--- src/rtl/dibit_packer.sv ---
// dibit_packer
//   Packs decoded 2-bit symbols {x,y} into bytes. Completed bytes are
//   buffered in a small first-word-fall-through FIFO. A flush pulse zero-pads
//   and emits a partial byte at frame end.
//
// Ports
//   clk        rising-edge clock
//   rst_n      asynchronous active-low reset
//   in_valid   decoded symbol present
//   in_x       symbol bit 1
//   in_y       symbol bit 0
//   in_ready   packer can accept a symbol this cycle (state-only)
//   flush      single-cycle request to emit the partial byte
//   out_valid  FIFO head valid
//   out_data   FIFO head byte (0 when empty)
//   out_ready  consumer takes the head this cycle
//   out_count  bytes currently buffered
module dibit_packer #(
  parameter int DEPTH     = 4,
  parameter bit MSB_FIRST = 1'b1
) (
  input  logic                     clk,
  input  logic                     rst_n,
  input  logic                     in_valid,
  input  logic                     in_x,
  input  logic                     in_y,
  output logic                     in_ready,
  input  logic                     flush,
  output logic                     out_valid,
  output logic [7:0]               out_data,
  input  logic                     out_ready,
  output logic [$clog2(DEPTH):0]   out_count
);

  localparam int AW = $clog2(DEPTH);
  localparam int CW = AW + 1;

  typedef enum logic [1:0] {
    S_EMPTY      = 2'd0,
    S_ACCUM      = 2'd1,
    S_FLUSH_PEND = 2'd2
  } state_t;

  // Position a symbol in its byte slot; unused slots stay zero (padding).
  function automatic logic [7:0] place_sym(input logic [1:0] sym, input logic [1:0] slot);
    logic [7:0] r;
    if (MSB_FIRST) begin
      r = {sym, 6'd0} >> {slot, 1'b0};
    end else begin
      r = {6'd0, sym} << {slot, 1'b0};
    end
    return r;
  endfunction

  state_t          state_r;
  state_t          state_s;
  logic [1:0]      sym_cnt_r;
  logic [1:0]      sym_cnt_s;
  logic [7:0]      shift_r;
  logic [7:0]      shift_s;
  logic [7:0]      merged_s;
  logic            accept_s;
  logic            push_s;
  logic [7:0]      push_data_s;
  logic            pop_s;
  logic            fifo_full_s;

  logic [7:0]      mem_r [DEPTH];
  logic [AW-1:0]   wr_ptr_r;
  logic [AW-1:0]   rd_ptr_r;
  logic [CW-1:0]   count_r;

  // Full flag comes from the registered count only, so nothing here depends
  // combinationally on out_ready.
  assign fifo_full_s = (count_r == CW'(DEPTH));
  assign in_ready    = (state_r != S_FLUSH_PEND) && !((sym_cnt_r == 2'd3) && fifo_full_s);
  assign accept_s    = in_valid && in_ready;
  assign merged_s    = shift_r | place_sym({in_x, in_y}, sym_cnt_r);
  assign pop_s       = (count_r != {CW{1'b0}}) && out_ready;

  assign out_valid   = (count_r != {CW{1'b0}});
  assign out_data    = out_valid ? mem_r[rd_ptr_r] : 8'd0;
  assign out_count   = count_r;

  // Packer state register.
  always_ff @(posedge clk or negedge rst_n) begin
    if (!rst_n) begin
      state_r   <= S_EMPTY;
      sym_cnt_r <= 2'd0;
      shift_r   <= 8'd0;
    end else begin
      state_r   <= state_s;
      sym_cnt_r <= sym_cnt_s;
      shift_r   <= shift_s;
    end
  end

  // Next-state and push decision. A symbol arriving with flush is merged
  // first; the flush then applies only if a partial byte remains.
  always_comb begin
    state_s     = state_r;
    sym_cnt_s   = sym_cnt_r;
    shift_s     = shift_r;
    push_s      = 1'b0;
    push_data_s = 8'd0;
    case (state_r)
      S_EMPTY, S_ACCUM: begin
        if (accept_s && (sym_cnt_r == 2'd3)) begin
          push_s      = 1'b1;
          push_data_s = merged_s;
          shift_s     = 8'd0;
          sym_cnt_s   = 2'd0;
          state_s     = S_EMPTY;
        end else if (accept_s && flush) begin
          if (!fifo_full_s) begin
            push_s      = 1'b1;
            push_data_s = merged_s;
            shift_s     = 8'd0;
            sym_cnt_s   = 2'd0;
            state_s     = S_EMPTY;
          end else begin
            shift_s   = merged_s;
            sym_cnt_s = sym_cnt_r + 2'd1;
            state_s   = S_FLUSH_PEND;
          end
        end else if (accept_s) begin
          shift_s   = merged_s;
          sym_cnt_s = sym_cnt_r + 2'd1;
          state_s   = S_ACCUM;
        end else if (flush && (state_r == S_ACCUM)) begin
          if (!fifo_full_s) begin
            push_s      = 1'b1;
            push_data_s = shift_r;
            shift_s     = 8'd0;
            sym_cnt_s   = 2'd0;
            state_s     = S_EMPTY;
          end else begin
            state_s = S_FLUSH_PEND;
          end
        end else begin
          state_s = state_r;
        end
      end
      S_FLUSH_PEND: begin
        // Further flush pulses are ignored while waiting for space.
        if (!fifo_full_s) begin
          push_s      = 1'b1;
          push_data_s = shift_r;
          shift_s     = 8'd0;
          sym_cnt_s   = 2'd0;
          state_s     = S_EMPTY;
        end else begin
          state_s = S_FLUSH_PEND;
        end
      end
      default: begin
        state_s   = S_EMPTY;
        sym_cnt_s = 2'd0;
        shift_s   = 8'd0;
      end
    endcase
  end

  // FIFO storage and pointers; pointers wrap naturally since DEPTH is a power of two.
  always_ff @(posedge clk or negedge rst_n) begin
    if (!rst_n) begin
      for (int i = 0; i < DEPTH; i++) begin
        mem_r[i] <= 8'd0;
      end
      wr_ptr_r <= {AW{1'b0}};
      rd_ptr_r <= {AW{1'b0}};
    end else begin
      if (push_s) begin
        mem_r[wr_ptr_r] <= push_data_s;
        wr_ptr_r        <= wr_ptr_r + AW'(1);
      end
      if (pop_s) begin
        rd_ptr_r <= rd_ptr_r + AW'(1);
      end
    end
  end

  // Occupancy counter; simultaneous push and pop leave it unchanged.
  always_ff @(posedge clk or negedge rst_n) begin
    if (!rst_n) begin
      count_r <= {CW{1'b0}};
    end else begin
      case ({push_s, pop_s})
        2'b10:   count_r <= count_r + CW'(1);
        2'b01:   count_r <= count_r - CW'(1);
        default: count_r <= count_r;
      endcase
    end
  end

endmodule

--- config.mk ---
export PLATFORM = sky130hd
export DESIGN_NAME = dibit_packer
export DESIGN_NICKNAME = d
export VERILOG_FILES = /design/src/rtl/dibit_packer.sv
export SDC_FILE = /design/constraint.sdc
export NUM_CORES = 1
export LEC_CHECK = 0
export CAP_MARGIN = 20
export CORE_UTILIZATION = 60
export CTS_BUF_LIST = sky130_fd_sc_hd__clkbuf_8
export CTS_CLUSTER_SIZE = 10
export DETAILED_ROUTE_END_ITERATION = 16
export PLACE_DENSITY = 0.87
export SYNTH_ARGS = -nofsm -noshare
export SYNTH_HDL_FRONTEND = slang
export SYNTH_SLANG_ARGS = --single-unit
--- constraint.sdc ---
create_clock -name clk -period 7.3 [get_ports clk]
set_input_delay 1.46 -clock clk [delete_from_list [all_inputs] [get_ports clk]]
set_output_delay 1.46 -clock clk [all_outputs]
set_load 0.02 [all_outputs]
# Word-level counts from Yosys, hierarchy flattened
# Index checks and enable logic that the tools add are counted.
[word_totals]
out_inout_bits = 13
register_bits = 51
word_cells = 84
[classes]
n_eq_ne = 8
mux = 41
bitwise = 3
n_reduce_logical = 13
n_lt_le_gt_ge = 3
n_shift = 1
add_sub_neg = 5
[op_table]
columns = ["operator", "count"]
rows = [
  ["2-to-1 mux 8 bit", 16],
  ["bitwise mux 32 bit", 1],
  ["case mux 8 bit (2 select lines)", 2],
  ["2-to-1 mux 2 bit", 11],
  ["binary-select mux 8 bit (select 2 bit)", 1],
  ["demux 8 bit (select 2 bit)", 1],
  ["logical AND 1 bit", 8],
  ["bitwise OR 8 bit", 1],
  ["case mux 2 bit (2 select lines)", 2],
  ["right shift 8 x 3 -> 8 bit", 1],
  ["adder 2 x 1 -> 2 bit, second input constant", 3],
  ["equality test 2 bit, second input constant", 3],
  [">= comparator 3 bit, second input constant", 2],
  ["inverter 2 -> 3 bit", 2],
  ["case mux 3 bit (2 select lines)", 1],
  ["2-to-1 mux 1 bit", 5],
  ["inequality test 5 bit, second input constant", 1],
  ["equality test 2 x 1 -> 1 bit, second input constant", 2],
  ["adder 3 x 1 -> 3 bit, second input constant", 1],
  ["equality test 3 bit, second input constant", 1],
  ["less-than comparator 3 x 1 -> 1 bit, second input constant", 1],
  ["nonzero test 3 bit", 1],
  ["subtractor 3 x 1 -> 3 bit, second input constant", 1],
  ["logical NOT 2 bit", 1],
  ["other kinds (5)", 5],
]

# Logic depth before layout (Yosys ltp)
# Gate-level depths: netlist of the first run.
[depth]
depth_word = 11
mapped_depth = 10
ltp_nobuf = 10

# Worst setup path after synthesis of the first run
# Ideal clock, no wire load.
[synth_timing]
path_kind = "input to register"
from = "in flush"
to = "reg count_r[2], in the netlist out_count[2]"
arrival_ps = 3160
cell_stages = 10
slack_ps = 4007
n_path_buf = 1
path_cell_list = "clkbuf_2 > o21ai_2 > a221oi_4 > inv_1 > ha_1 > inv_1 > fa_1 > xor2_1 > nor2_1 > xor2_1"
[synth_between]
elab_chain_len = 8
[synth_lines]
columns = ["item", "line", "source"]
rows = [
  ["start: declaration", "28", "input logic flush,"],
  ["logical AND 1 bit", "130", "end else if (flush && (state_r == S_ACCUM)) begin"],
  ["2-to-1 mux 1 bit", "130", ""],
  ["2-to-1 mux 1 bit", "126", "end else if (accept_s) begin"],
  ["2-to-1 mux 1 bit (*)", "114", "end else if (accept_s && flush) begin"],
  ["2-to-1 mux 1 bit (*)", "108", "if (accept_s && (sym_cnt_r == 2'd3)) begin"],
  ["case mux 1 bit (2 select lines) (*)", "106", "case (state_r)"],
  ["equality test 2 x 1 -> 1 bit or equality test 2 bit (tied branches)", "188", "case ({push_s, pop_s})"],
  ["case mux 3 bit (2 select lines) or nonzero test 2 bit (tied branches)", "--", ""],
  ["end signal: assignment", "189", "2'b10: count_r <= count_r + CW'(1);"],
  ["end signal: assignment", "190", "2'b01: count_r <= count_r - CW'(1);"],
  ["end signal: assignment", "191", "default: count_r <= count_r;"],
  ["end: declaration", "71", "logic [CW-1:0] count_r;"],
]
# Every way passes the cells marked *; elsewhere a longest branch is shown, timed or not.
# A chain may end at the register's enable or synchronous reset.

# Final worst setup path of the first run
[layout_timing]
from = "reg rd_ptr_r[0]"
to = "out out_data[0]"
[layout_between]
elab_chain_len = 5
[layout_lines]
columns = ["item", "line", "source"]
rows = [
  ["start: declaration", "70", "logic [AW-1:0] rd_ptr_r;"],
  ["start signal: assignment", "171", "rd_ptr_r <= {AW{1'b0}};"],
  ["start signal: assignment", "178", "rd_ptr_r <= rd_ptr_r + AW'(1);"],
  ["inverter 2 -> 3 bit (not written as such)", "82", "assign out_data = out_valid ? mem_r[rd_ptr_r] : 8'd0;"],
  ["binary-select mux 8 bit (select 2 bit)", "82", ""],
  ["2-to-1 mux 8 bit (not written as such) (2 in series)", "82", ""],
  ["2-to-1 mux 8 bit", "82", ""],
  ["end: declaration", "30", "output logic [7:0] out_data,"],
]
# Every way passes these cells. The select of a mux whose other input is x is not followed.

==> flow_metrics.tcl, run 1 <==
set metrics [dict create \
    status "finished clean" \
    seq_area_um2 1280 \
    dp.cells 261 \
    finalSetupTns_ns 0 \
    ir_worst_vdd_mv 0.208 \
    synth_cell_types 41 \
    area_delta_synth_final_pct 12.7 \
    antenna_found_initial 0 \
    nNetsFinal 233 \
    maxCapViolCount 0 \
    slew_headroom_pct 54.4 \
    clockBufferDepth 2 \
    reg2regPathDepth 10 \
    design_area_um2 2910 \
    holdPathEnd "shift_r[4]" \
    cts_setup_buffers 0 \
    ios 20 \
    critPathKind "reg -> out" \
    grt-busiest-layer "met2" \
    fin_ws_ns 3.51 \
    r2r_end "out_count[2]" \
    hold_path_startpoint "shift_r[4]" \
    final_util_pct 71.6 \
    synthArstFlopShare_pct 100 \
    cts.sinks 51 \
    required_ns 5.84 \
    n_fill_cell 278 \
    grt_use_total_pct 24.2 \
    cts_buffers 5 \
    drt_iter0_drc 70 \
    insertion_delay_ns 0.31 \
    grt_pass1_vias 1585 \
    p_per_area_nw_per_um2 382 \
    cts_hold_buf 0 \
    yosysTopAreaCellShare_pct 49.5 \
    grtUsageMet3_pct 5.91 \
    finClkSkew_ns 0.00831 \
    max_freq_ghz 0.264 \
    synthFlopType "dfrtp_1" \
    final-max-slew-violation-count 0 \
    clk_pin_slew_ns 0.09 \
    hold_class "reg -> reg" \
    place_ws_ns 3.28 \
    ff2ff_setup_slack_ns 4.46 \
    critPathMaxFanout 10 \
    place.port_buffers 19 \
    drt-vias-per-instance 5.85 \
    stdcell_count 270 \
    dieArea_um2 4560 \
    synth_fp_nets 215 \
    final_common_cell "dfrtp_1" \
    min_period_ns 3.79 \
    grt_pass1_wl_um 7830 \
    drc 0 \
    htree_num_levels 2 \
    grt_overflow 0 \
    post_dp_cell_area_um2 2790 \
    yosysWarnings 0 \
    start_kind "register" \
    diodes 0 \
    post-route-period-util_pct 51.9 \
    gp_congestion 0.804 \
    dp_hpwl_um 3150 \
    fp.dieW_um 67.6 \
    grt_max_degree 52 \
    multi_input_area_um2 1240 \
    wl_per_cell_um 16.9 \
    yosysSeqAreaShare_pct 49.5 \
    grt_util_met2_pct 38.0 \
    core_um2 4060 \
    postRouteAntennaNets 0 \
    vias 1579 \
    hold_viol 0 \
    synth.avg_cell_area_um2 12.8 \
    rsz0062_at_grt "false" \
    synth_top_area_cell "dfrtp_1" \
    rows 23 \
    netlist_area_um2 2580 \
    wl_um 4550 \
    met1_usage_pct 32.2 \
    mostFrequentLayoutCells "dfrtp_1 (51), mux2_2 (33), clkdlybuf4s50_1 (18)" \
    worst_slew_pin_slew_ns 0.683 \
    cts-root-buf "clkbuf_8" \
    crit_path_end_kind "primary output" \
    r2r-start "sym_cnt_r[0]" \
    first_pass_iters 4 \
    final-setup-viol-count 0 \
    cts-resized-gates 0 \
    drive_gt1_share_pct 28.6 \
    synth_cells 201 \
    start_util_pct 63.6 \
    power.leakage_nw 1.38 \
    ys_top_cells_by_area "dfrtp_1 (49%), mux2_2 (14%), mux4_2 (7.0%)" \
    die_h_um 67.6 \
    ys_seq_elements 51 \
    cts_tree "built" \
    min_path_cells 2 \
    cp.arrival_ns 2.33 \
    synth_edf_count 0 \
]
cell usage after synthesis (4+ instances only):
master,instances
mux4_2,8
o21ai_0,4
clkbuf_1,5
dfrtp_1,51
nand2_1,8
inv_1,7
and2_1,9
nor3_1,4
o21bai_1,4
a21oi_1,4
mux2_2,33
nor2_1,11
ha_1,6
nand2_4,4
metrics by stage:
| stage | total power, W | hold slack [ns] |
|---|---|---|
| after CTS | 0.00112 | 0.500 |
| after global placement | 0.000923 | 0.477 |
| after detailed placement | 0.000946 | 0.479 |
| after global routing | 0.00119 | 0.526 |
| final | 0.00111 | 0.494 |
| after floorplan | 0.000814 | 0.457 |
how the worst max path moves through the flow:
| stage | endpoint | cells after the start | from | slack (ns) |
|---|---|---|---|---|
| finish | out_data[0] | 3 | rd_ptr_r[0] | 3.51 |
| global route | out_data[3] | 3 | rd_ptr_r[0] | 3.39 |
| CTS | out_data[0] | 3 | rd_ptr_r[0] | 3.48 |
| detailed placement | out_count[2] | 10 | flush | 3.28 |
| global placement | out_count[2] | 10 | flush | 3.43 |
| floorplan | out_count[2] | 10 | flush | 4.01 |
report_power, final:
group	switching (W)	internal (W)	leakage [nW]
clock network	0.0000933	0.0000774	0.0474
logic	0.000219	0.000249	0.648
registers	0.0000962	0.000375	0.681
total	0.000408	0.000702	1.38
state kept, by name, indices dropped and copies added (netlist names):
register and count:
mem_r 32, shift_r 8, out_count 3, rd_ptr_r 2, state_r 2, sym_cnt_r 2, wr_ptr_r 2
cell families after synthesis:
| family | synth area share, % |
|---|---|
| flip-flops | 49.5 |
| AND/OR/NAND/NOR | 10.6 |
| multiplexers | 21.8 |
| AO/OA/AOI/OAI | 9.85 |
| buffers and inverters | 2.52 |
| adder cells (fa/ha/maj) | 3.69 |
| XOR/XNOR | 2.04 |
cell type report:
| cell class | count | share of cell area [%] |
|---|---|---|
| Sequential cell | 51 | 43.9 |
| Tap cell | 50 | 2.15 |
| Timing Repair Buffer | 20 | 7.06 |
| Clock buffer | 6 | 2.84 |
| Clock inverter | 2 | 0.560 |
| Multi-Input combinational cell | 134 | 42.6 |
| Inverter | 7 | 0.904 |
worst max-delay path: stages (launching register included):
cell and delay, ns:
dfrtp_1 0.74, mux4_2 0.59, and2_1 0.17, clkdlybuf4s50_1 0.53
routing by layer:
metal  vias up  part of all wire (%)
met1       797                    46
met4         0                   1.8
met3         9                   3.1
met2        23                    49
li1        750                     -
met5         -                     0
Power figures use the tool's default switching activity.
==> inputs of run 2 (changes only) <==
--- a/config.mk
+++ b/config.mk
@@ -6,11 +6,11 @@
 export NUM_CORES = 1
 export LEC_CHECK = 0
 export CAP_MARGIN = 20
-export CORE_UTILIZATION = 60
+export CORE_UTILIZATION = 54
 export CTS_BUF_LIST = sky130_fd_sc_hd__clkbuf_8
 export CTS_CLUSTER_SIZE = 10
 export DETAILED_ROUTE_END_ITERATION = 16
-export PLACE_DENSITY = 0.87
+export PLACE_DENSITY = 0.83
 export SYNTH_ARGS = -nofsm -noshare
 export SYNTH_HDL_FRONTEND = slang
 export SYNTH_SLANG_ARGS = --single-unit
==> constraint.sdc (replaced) <==
create_clock -name clk -period 3.22 [get_ports clk]
set_input_delay 0.644 -clock clk [delete_from_list [all_inputs] [get_ports clk]]
set_output_delay 0.644 -clock clk [all_outputs]
set_load 0.02 [all_outputs]
==> flow_metrics.tcl, run 2 (synthesis gave the netlist of run 1 again) <==
set metrics [dict create \
    antenna_found_initial 0 \
    p_per_area_nw_per_um2 886 \
    slew_headroom_pct 60.6 \
    diodes 0 \
    dieArea_um2 5060 \
    cts_tree "built" \
    gp_congestion 0.804 \
    min_period_ns 2.91 \
    violations "DRC" \
    maxCapViolCount 0 \
    crit_path_end_kind "primary output" \
    cts.sinks 51 \
    status "finished, violations left" \
    crit_chain "mux4_2 > and2_1 > clkdlybuf4s50_1" \
    cts_hold_buf 0 \
    grt_pass1_wl_um 8250 \
    fp.dieW_um 71.1 \
    post_dp_cell_area_um2 2820 \
    postRouteAntennaNets 0 \
    largest_register "mem_r" \
    cts_setup_buffers 0 \
    power.leakage_nw 1.40 \
    dp_hpwl_um 3360 \
    final-max-slew-violation-count 0 \
    required_ns 2.58 \
    rsz0062_at_grt "false" \
    slowest_stage "dfrtp_1" \
    grt_overflow 0 \
    dp.cells 267 \
    grt_use_total_pct 21.7 \
    grt_max_degree 22 \
    final-setup-viol-count 0 \
    drt_iter0_drc 86 \
    cts-root-buf "clkbuf_8" \
    ios 20 \
    place.port_buffers 19 \
    final_common_cell "dfrtp_1" \
    first_pass_iters 10 \
    die_h_um 71.1 \
    vias 1590 \
    start_util_pct 57.6 \
    nNetsFinal 236 \
    design_area_um2 2940 \
    ir_worst_vdd_mv 0.429 \
    wl_met2_um 2320 \
    hold_viol 0 \
    clk_pin_slew_ns 0.09 \
    worst_slew_pin_slew_ns 0.589 \
    start_kind "register" \
    clockBufferDepth 2 \
    fin_ws_ns 0.309 \
    cts_buffers 5 \
    n_fill_cell 346 \
    insertion_delay_ns 0.30 \
    rows 24 \
    drt-vias-per-instance 5.78 \
    place_ws_ns 0.408 \
    htree_num_levels 2 \
    stdcell_count 275 \
    max_freq_ghz 0.344 \
    met1_length_um 2150 \
    slowest_delay_ns 0.69 \
    routed.top_layer "met4" \
    largest_reg_flops 32 \
    core_um2 4470 \
    mostFrequentLayoutCells "dfrtp_1 (51), mux2_2 (33), clkdlybuf4s50_1 (18)" \
    drc 2 \
    finalSetupTns_ns 0 \
    grt_pass1_vias 1705 \
    wl_per_cell_um 17.0 \
    cp.arrival_ns 2.27 \
    post-route-period-util_pct 90.4 \
    drive_gt1_share_pct 29.6 \
    wl_um 4670 \
    wl_met3_um 120 \
    critPathKind "reg -> out" \
    critPathMaxFanout 9 \
    cts-resized-gates 0 \
    finClkSkew_ns 0.00701 \
    area_delta_synth_final_pct 14.1 \
    hold_class "in -> async" \
]
[run 2: cell count changes in the layout (fill, tap and decap cells not counted)]
cell | before | now
buf_12 | 1 | 0
buf_4 | 0 | 4
bufinv_16 | 0 | 1
clkinv_4 | 1 | 0
clkinvlp_4 | 1 | 0
inv_6 | 0 | 1
[run 2: metrics by stage]
stage                     power [W]  hold WS, ns  utilization, %
after global placement      0.00212        0.471            63.0
after detailed placement    0.00216        0.477            63.0
after floorplan             0.00184        0.348               -
after CTS                   0.00263        0.192            65.7
after global routing        0.00277        0.206            65.7
final                       0.00261        0.194            65.7
[run 2: final cells by class]
cell class	count	area (µm²)	share of cell area, %
clock buffer	6	82.6	2.81
clock inverter	2	38.8	1.32
inverter	7	26.3	0.893
multi-input combinational	134	1240	42.1
sequential	51	1280	43.4
tap	52	65.1	2.21
timing repair buffer	23	215	7.32
[run 2: final timing paths]
path | start | to | cells after the start | slack [ns]
min in group clk | shift_r[5] | shift_r[5] | 2 | 0.50
max reg2reg | sym_cnt_r[0] | out_count[2] | 10 | 0.82
min | rst_n | mem_r[0] | 1 | 0.19
max in group asynchronous | rst_n | mem_r[10] | 2 | 2.48
min reg2reg | shift_r[5] | shift_r[5] | 2 | 0.50
max | rd_ptr_r[0] | out_data[0] | 3 | 0.31
[run 2: routing by layer]
metal | vias to the layer above | global-route usage [%]
li1 | 758 | -
met1 | 805 | 29.1
met2 | 21 | 35.8
met3 | 6 | 4.27
met4 | 0 | 7.78
met5 | - | 0
[run 2: power by group]
part,leakage (nW),total (W),internal (W),switching (W)
combinational,0.658,0.00108,0.000578,0.000507
sequential,0.681,0.00106,0.000850,0.000211
clock,0.0618,0.000460,0.000256,0.000205
total,1.40,0.00261,0.00168,0.000923
[run 2: critical path: cells and delay by family (launching register included)]
kind,cells,cell delay (ns)
multiplexers,1,0.57
flip-flops,1,0.69
AND/OR/NAND/NOR,1,0.17
buffers and inverters,1,0.53
